File: src/rtl/pong_pkg.sv
// Shared constants and types for the Pong button input stage.
package pong_pkg;

  localparam int NUM_BTN    = 5;

  localparam int BTN_START  = 0;
  localparam int BAR1_LEFT  = 1;
  localparam int BAR1_RIGHT = 2;
  localparam int BAR0_RIGHT = 3;
  localparam int BAR0_LEFT  = 4;

  typedef logic [NUM_BTN-1:0] btn_mask_t;

  // Only the bar buttons are allowed to auto-repeat; start must stay a one-shot.
  localparam btn_mask_t REPEAT_MASK = btn_mask_t'((1 << BAR1_LEFT) | (1 << BAR1_RIGHT) |
                                                  (1 << BAR0_RIGHT) | (1 << BAR0_LEFT));

  typedef enum logic [1:0] {
    IDLE   = 2'd0,
    SETUP  = 2'd1,
    STROBE = 2'd2,
    GAP    = 2'd3
  } ctrl_state_t;

  // Width of a counter that must hold values 0 .. n-1 (never narrower than 1 bit).
  function automatic int cnt_width(input int n);
    return (n < 2) ? 1 : $clog2(n);
  endfunction

endpackage

File: src/rtl/btn_debounce.sv
// One push-button: 2-flop synchronizer, stability debounce and a one-cycle
// pulse on the rising edge of the debounced level.
module btn_debounce
  import pong_pkg::*;
#(
  parameter int DEBOUNCE_CYCLES = 250000
) (
  input  logic Clock,
  input  logic Reset,
  input  logic btn_raw,
  output logic level,
  output logic rise
);

  localparam int               CNT_W    = cnt_width(DEBOUNCE_CYCLES);
  localparam logic [CNT_W-1:0] CNT_LAST = CNT_W'(DEBOUNCE_CYCLES - 1);

  logic             sync_0;
  logic             sync_1;
  logic             level_q;
  logic [CNT_W-1:0] cnt;

  always_ff @(posedge Clock or posedge Reset) begin
    if (Reset) begin
      sync_0  <= 1'b0;
      sync_1  <= 1'b0;
      level   <= 1'b0;
      level_q <= 1'b0;
      cnt     <= '0;
    end else begin
      sync_0  <= btn_raw;
      sync_1  <= sync_0;
      level_q <= level;
      // Any sample that agrees with the accepted level restarts the stability window.
      if (sync_1 == level) begin
        cnt <= '0;
      end else if (cnt == CNT_LAST) begin
        level <= sync_1;
        cnt   <= '0;
      end else begin
        cnt <= cnt + 1'b1;
      end
    end
  end

  assign rise = level & ~level_q;

endmodule

File: src/rtl/pong_button_ctrl.sv
// Pong input stage: debounces the five buttons and emits mAccion/bandera transactions.
// Optional build macro AUTO_REPEAT_EN adds held-button auto-repeat on the bar buttons.
//
// state  | meaning
// IDLE   | mAccion=0, waiting for any pending action
// SETUP  | mAccion valid, bandera low (setup before the strobe edge)
// STROBE | bandera high for PULSE_CYCLES cycles, mAccion held
// GAP    | bandera low, mAccion held (hold after the falling edge)
module pong_button_ctrl
  import pong_pkg::*;
#(
  parameter int DEBOUNCE_CYCLES = 250000,
  parameter int PULSE_CYCLES    = 4,
  parameter int REPEAT_DELAY    = 5000000,
  parameter int REPEAT_PERIOD   = 2500000
) (
  input  logic               Clock,
  input  logic               Reset,
  input  logic [NUM_BTN-1:0] iBtn,
  output logic [NUM_BTN-1:0] mAccion,
  output logic               bandera,
  output logic [NUM_BTN-1:0] oBtnLevel
);

  localparam int               PULSE_W    = cnt_width(PULSE_CYCLES);
  localparam logic [PULSE_W-1:0] PULSE_LOAD = PULSE_W'(PULSE_CYCLES - 1);

  btn_mask_t        btn_rise;
  btn_mask_t        rpt_fire;
  btn_mask_t        btn_event;
  btn_mask_t        pending;
  btn_mask_t        capture;
  ctrl_state_t      state;
  logic [PULSE_W-1:0] pulse_cnt;

  for (genvar g = 0; g < NUM_BTN; g++) begin : g_btn
    btn_debounce #(
      .DEBOUNCE_CYCLES(DEBOUNCE_CYCLES)
    ) u_debounce (
      .Clock  (Clock),
      .Reset  (Reset),
      .btn_raw(iBtn[g]),
      .level  (oBtnLevel[g]),
      .rise   (btn_rise[g])
    );
  end

`ifdef AUTO_REPEAT_EN
  localparam int RPT_MAX = (REPEAT_DELAY > REPEAT_PERIOD) ? REPEAT_DELAY : REPEAT_PERIOD;
  localparam int RPT_W   = cnt_width(RPT_MAX);
  localparam logic [RPT_W-1:0] RPT_DELAY_LOAD  = RPT_W'(REPEAT_DELAY - 1);
  localparam logic [RPT_W-1:0] RPT_PERIOD_LOAD = RPT_W'(REPEAT_PERIOD - 1);

  for (genvar r = 0; r < NUM_BTN; r++) begin : g_rpt
    if (REPEAT_MASK[r]) begin : g_on
      logic [RPT_W-1:0] rpt_cnt;

      // Loaded on the press event, so the first repeat lands REPEAT_DELAY edges later.
      always_ff @(posedge Clock or posedge Reset) begin
        if (Reset) begin
          rpt_cnt <= '0;
        end else if (btn_rise[r]) begin
          rpt_cnt <= RPT_DELAY_LOAD;
        end else if (!oBtnLevel[r]) begin
          rpt_cnt <= '0;
        end else if (rpt_cnt == '0) begin
          rpt_cnt <= RPT_PERIOD_LOAD;
        end else begin
          rpt_cnt <= rpt_cnt - 1'b1;
        end
      end

      assign rpt_fire[r] = oBtnLevel[r] & ~btn_rise[r] & (rpt_cnt == '0);
    end else begin : g_off
      assign rpt_fire[r] = 1'b0;
    end
  end
`else
  logic unused_rpt_cfg;
  assign unused_rpt_cfg = (REPEAT_DELAY != 0) | (REPEAT_PERIOD != 0) | (|REPEAT_MASK);
  assign rpt_fire       = '0;
`endif

  assign btn_event = btn_rise | rpt_fire;

  // Bits handed to the FSM leave pending; events landing on the same edge stay.
  assign capture = (state == IDLE) ? pending : '0;

  always_ff @(posedge Clock or posedge Reset) begin
    if (Reset) begin
      pending <= '0;
    end else begin
      pending <= (pending & ~capture) | btn_event;
    end
  end

  always_ff @(posedge Clock or posedge Reset) begin
    if (Reset) begin
      state     <= IDLE;
      mAccion   <= '0;
      bandera   <= 1'b0;
      pulse_cnt <= '0;
    end else begin
      case (state)
        IDLE: begin
          if (pending != '0) begin
            state   <= SETUP;
            mAccion <= pending;
          end
        end
        SETUP: begin
          state     <= STROBE;
          bandera   <= 1'b1;
          pulse_cnt <= PULSE_LOAD;
        end
        STROBE: begin
          if (pulse_cnt == '0) begin
            state   <= GAP;
            bandera <= 1'b0;
          end else begin
            pulse_cnt <= pulse_cnt - 1'b1;
          end
        end
        GAP: begin
          state   <= IDLE;
          mAccion <= '0;
        end
        default: begin
          state   <= IDLE;
          mAccion <= '0;
          bandera <= 1'b0;
        end
      endcase
    end
  end

endmodule

File: config.mk
export PLATFORM = sky130hd
export DESIGN_NAME = pong_button_ctrl
export DESIGN_NICKNAME = d
export VERILOG_FILES = /design/src/rtl/pong_pkg.sv /design/src/rtl/btn_debounce.sv /design/src/rtl/pong_button_ctrl.sv
export SDC_FILE = /design/constraint.sdc
export NUM_CORES = 1
export LEC_CHECK = 0
export ABC_AREA = 1
export BUFFER_PORTS_ARGS = -buffer_cell sky130_fd_sc_hd__buf_2
export CAP_MARGIN = 20
export CELL_PAD_IN_SITES_DETAIL_PLACEMENT = 1
export CELL_PAD_IN_SITES_GLOBAL_PLACEMENT = 1
export CORE_MARGIN = 2
export CORE_UTILIZATION = 35
export CTS_CLUSTER_SIZE = 40
export DETAILED_ROUTE_END_ITERATION = 8
export PLACE_DENSITY_LB_ADDON = 0.25
export SKIP_CTS_REPAIR_TIMING = 1
export SLEW_MARGIN = 20
export SYNTH_ARGS = -nofsm -noshare
export SYNTH_HDL_FRONTEND = slang
export SYNTH_SLANG_ARGS = --single-unit
File: constraint.sdc
create_clock -name Clock -period 4 [get_ports Clock]
set_input_delay 0.2 -clock Clock [delete_from_list [all_inputs] [get_ports Clock]]
set_output_delay 0.2 -clock Clock [all_outputs]
set_load 0.03 [all_outputs]
# Word level (Yosys, flattened, before mapping)
# Index checks and enable logic that the tools add are counted.
[totals] elab_cells=104 output_inout_bits=11 ff_bits=125 in_bits=7
[op_classes] n_mux=20 eq_ne=16 bitwise=18 n_reduce_logical=14 addsub=6
[op_table] op="2-to-1 mux 18 bit" n=10
[op_table] op="adder 18 x 1 -> 18 bit, second input constant" n=5
[op_table] op="equality test 18 bit, second input constant" n=5
[op_table] op="AND reduction 2 bit" n=9
[op_table] op="2-to-1 mux 5 bit" n=2
[op_table] op="inverter 1 bit" n=10
[op_table] op="one-hot mux 5 bit (2 select lines)" n=1
[op_table] op="one-hot mux 2 bit (4 select lines)" n=1
[op_table] op="2-to-1 mux 2 bit" n=3
[op_table] op="bitwise AND 1 bit" n=5
[op_table] op="bitwise AND 5 bit" n=1
[op_table] op="equality test 1 bit" n=5
[op_table] op="inverter 5 bit" n=1
[op_table] op="OR 5 bit" n=1
[op_table] op="nonzero test 5 bit" n=1
[op_table] op="equality test 2 bit, second input constant" n=2
[op_table] op="zero test 2 bit" n=2
[op_table] op="!= test 2 bit, second input constant" n=2
[op_table] op="one-hot mux 2 bit (2 select lines)" n=1
[op_table] op="nonzero test 2 bit" n=2
[op_table] op="equality test 2 x 1 -> 1 bit, second input constant" n=1
[op_table] op="!= test 2 x 1 -> 1 bit, second input constant" n=1
[op_table] op="one-hot mux 1 bit (2 select lines)" n=1
[op_table] op="subtractor 2 x 1 -> 2 bit, second input constant" n=1
[op_table] op="2-to-1 mux 1 bit" n=1

# Longest topological paths before layout
[depth] word_depth=5 ltp_mapped=9

# Hierarchy
# From an unflattened synthesis, not the netlist that was laid out.
[hier_totals] cells_unflattened=768 area_unflattened_um2=6419.9
[by_module_without_submodules] module="btn_debounce" area_each_um2=1137.3 cells_each=138 n_inst=5 seq_area_each_um2=550.5
[by_module_without_submodules] module="pong_button_ctrl" area_each_um2=733.2 cells_each=78 n_inst=1 seq_area_each_um2=375.4

# Worst setup path after synthesis
# OpenSTA, ideal clock, no wires.
[synth_timing] path_kind="reg2reg" start="reg state[0]" end="reg mAccion[0]" path_buffers=0 arrival_time_ps=1208 synth_period_minus_slack_ps=1341 slack_ps=2659 setup_ps=133 path_stages_with_launch=8 required_ps=3867 path_cell_list="dfrtp_1 inv_1 ha_1 inv_1 nor2_1 nand4_1 o21ai_2 o21ai_0"
[synth_via] elab_chain_len=3 word_cells_on_any_way=6
[synth_rtl] item="start, declared" line="pong_button_ctrl.sv:33" text="ctrl_state_t state;"
[synth_rtl] item="start signal, assigned" line="pong_button_ctrl.sv:99" text="state <= IDLE;"
[synth_rtl] item="start signal, assigned" line="pong_button_ctrl.sv:107" text="state <= SETUP;"
[synth_rtl] item="start signal, assigned" line="pong_button_ctrl.sv:112" text="state <= STROBE;"
[synth_rtl] item="zero test 2 bit or equality test 2 bit (tied branches)" line="pong_button_ctrl.sv:104" text="case (state)"
[synth_rtl] item="!= test 2 x 1 -> 1 bit (no line) or nonzero test 2 bit (tied branches)"
[synth_rtl] item="AND reduction 2 bit (no line)"
[synth_rtl] item="end signal, assigned" line="pong_button_ctrl.sv:108" text="mAccion <= pending;"
[synth_rtl] item="end, declared" line="pong_button_ctrl.sv:20" text="output logic [NUM_BTN-1:0] mAccion,"
# Parallel ways exist; a longest one is shown, timed or not.
# A chain may end at the register's enable or synchronous reset.

# Worst setup path after layout
[layout_timing] start="reg state[0]" end="reg mAccion[1]"
# The elaborated chain is that of the path after synthesis.

==> out/qor.txt <==
share of the clock period used by the worst path: 0.398
number of I/O pins: 18
residual DRC count: 0
antenna cells: 0
clock tree from TritonCTS: built
via count of the first global-routing pass: 5393
global router's overall resource usage: 0.164
PnR Total Power: 2.88 mW
total setup violations reported at the end of the flow: 0
First DRT Iteration DRCs: 215
setup slack after placement: 2.38 ns
detailed placement HPWL: 10600 um
post-CTS clock slew at the launch and capture registers of the worst setup and hold paths: 0.05 ns
number of detailed-route iterations in the first pass: 4
Core Box Area: 17800 sq um
yosys synthesis warning count: 0
post-route setup TNS: 0 ns
Min-Delay Path Class: primary input to async pin
Area Growth Syn to Fin: 15.3%
first-pass GRT wire length: 25700 um
leading area contributor after synthesis: dfrtp_1
cell area power density: 395 nW/um^2
largest net degree at the start of global routing: 69
global route overflow: 0
number of H-tree branching levels: 4
slowest cell delay on critical path: 0.40 ns
count of input and output buffers: 17
number of cells in the design after placement: 990
Site Rows: 49
Crit path max-delay family: flip-flops
post-layout min period: 1.59 ns
CP Capture Type: register
number of standard cells in the layout, taps in and fillers out: 1027
CP startpoint: state[0]$_DFFE_PP0P_
width of the die: 138 um
post-synthesis cell type count: 31
RD Place Congestion: 0.830
Synth Area per Inst: 8.45 sq um
antenna-violating nets left: 0
Max Clock Skew: 0.00599 ns
register bit count reported by yosys: 125
data required time at the worst endpoint: 4.28 ns
detailed-route wire length: 14600 um
signal arrival time at the worst endpoint: 1.87 ns
maximum number of buffers from clock root to sink: 2
Max stage delay cell, worst path: dfrtp_1
CTS Buf Count: 17
status: finished, violations left
Worst Path Max Fanout: 10
max_slew headroom: 0.453
initial standard-cell utilization of the core: 0.354
kind of start point of the critical path: register
slew at the pin closest to its max-slew limit: 0.820 ns
Max rail drop VDD: 0.308 mV
violated checks: hold timing
Yosys top cell area share: 0.495
Post-Syn Nets: 765
hold slack final: -0.0409 ns
sequential-to-total area share from yosys stat: 0.495
maximum capacitance violations: 0
final slew viol count: 0
per-cell via count in the routed design: 4.76
number of antenna violations at the first check in global routing: 0
library cell appearing most often on the critical path: inv_1
final number of hold-violating endpoints: 66
fraction of layout cells with a size suffix above 1: 0.130
die outline area: 19200 sq um
final worst slack: 2.41 ns
highest attainable clock frequency: 628 MHz
via count: 4887
Cells after Synth: 748
Critical path buffers and inverters: 2
startpoint-to-endpoint class of the critical path: register to register
clk root buf: clkbuf_16
dominant cells by area after synthesis: dfrtp_1, nor2_1, nand2_1, nand3_1, xor2_1
RSZ-0062 raised after global routing: no
average wire length per cell after detail routing: 14.2 um
Synth Cell Area: 6320 sq um
clock latency of the later-clocked register in the worst-skew pair: 0.42 ns
number of clock sinks: 125
Reg-to-Reg Start: state[0]$_DFFE_PP0P_
net total in the final layout: 802
static leakage power: 3.12 nW
cells along the critical path: inv_1 > ha_1 > inv_1 > nor2_1 > nand4_1 > o21ai_2 > o21ai_0
floorplan die height: 138 um
fill cell count: 2125
worst register-to-register path, cell delays in order, from the launching register on:
cell     delay [ns]
dfrtp_1        0.40
inv_1          0.13
ha_1           0.26
inv_1          0.12
nor2_1         0.10
nand4_1        0.13
o21ai_2        0.19
o21ai_0        0.14
through the flow:
stage                     cell area [sq um]   util
after detailed placement               6670  0.374
after CTS                              7240  0.406
after floorplan                        6320      -
final                                  7290  0.409
after global placement                 6670  0.374
after global routing                   7290  0.409
state kept, by name (all words and copies together), names as in the netlist:
name                      count
bandera                       1
state                         2
g_btn.u_debounce.sync_0       5
g_btn.u_debounce.level        5
g_btn.u_debounce.cnt         90
mAccion                       5
pulse_cnt                     2
pending                       5
g_btn.u_debounce.sync_1       5
g_btn.u_debounce.level_q      5
layout make-up:
type	count	area, sq um	area share
tap	229	287	0.0393
clock buffer	26	489	0.0671
multi-input combinational	542	2870	0.394
clock inverter	6	83.8	0.0115
sequential	125	3130	0.429
inverter	75	284	0.0390
timing repair buffer	24	150	0.0206
cell families after synthesis:
| group | synth area share |
|---|---|
| xor+xnor | 0.0724 |
| flops | 0.495 |
| fa+ha+maj | 0.0198 |
| compound gates | 0.0420 |
| buf+inv | 0.0513 |
| simple gates | 0.320 |
Yosys cell counts:
library cell and count:
and2_1 2, ha_1 10, nand3_1 67, a31oi_1 1
nor2_2 11, nand2_2 12, buf_4 5, buf_2 1
o21ai_1 4, xor2_1 32, a22oi_1 1, dfrtp_1 125
o211ai_1 1, a21oi_1 21, nor2_4 15, o21ai_0 15
inv_1 69, nand4_1 11, inv_2 6, nor3_1 10
xor2_2 5, o22ai_1 2, o21ai_2 1, nand3b_1 2
nor2_1 170, xnor2_1 11, o21bai_1 3, nand2_4 4
nor3b_1 7, nand3_2 4, nand2_1 120
metal layers:
metal	wire length [um]	track usage	vias up
li1	-	-	2446
met1	6800	0.200	2381
met2	7210	0.288	41
met3	276	0.0308	19
met4	273	0.0628	0
met5	0	0	-
cells in the final DEF, fill, tap and decap left out, drive strengths merged:
cell / instances
clkbuf: 26
and2: 2
bufinv: 2
nand3b: 2
nor3b: 7
dfrtp: 125
nand4: 11
o21ai: 20
a22oi: 1
a31oi: 1
o211ai: 1
xnor2: 11
buf: 19
o21bai: 3
ha: 10
o22ai: 2
clkinv: 4
nor3: 10
nand2: 136
nand3: 71
xor2: 37
dlygate4sd3: 5
nor2: 196
inv: 75
a21oi: 21
path summary, 6_finish.rpt:
kind | to | slack (ns) | cells past startpoint
min in group Clock | g_btn[0].u_debounce.sync_1$_DFF_PP0_ | 0.35 | 0
worst min register to register | g_btn[0].u_debounce.sync_1$_DFF_PP0_ | 0.35 | 0
worst max register to register | mAccion[1]$_DFFE_PP0P_ | 2.41 | 7
worst min-delay path | g_btn[2].u_debounce.cnt[2]$_DFF_PP0_ | -0.04 | 2
max in group asynchronous | g_btn[0].u_debounce.cnt[15]$_DFF_PP0_ | 3.06 | 3
worst max-delay path | mAccion[1]$_DFFE_PP0P_ | 2.41 | 7
report_power, final:
group	total, mW	internal [mW]	switching (mW)
registers	1.30	1.28	0.0146
clock network	1.50	0.964	0.539
logic	0.0795	0.0221	0.0574
Power figures use the tool's default switching activity.
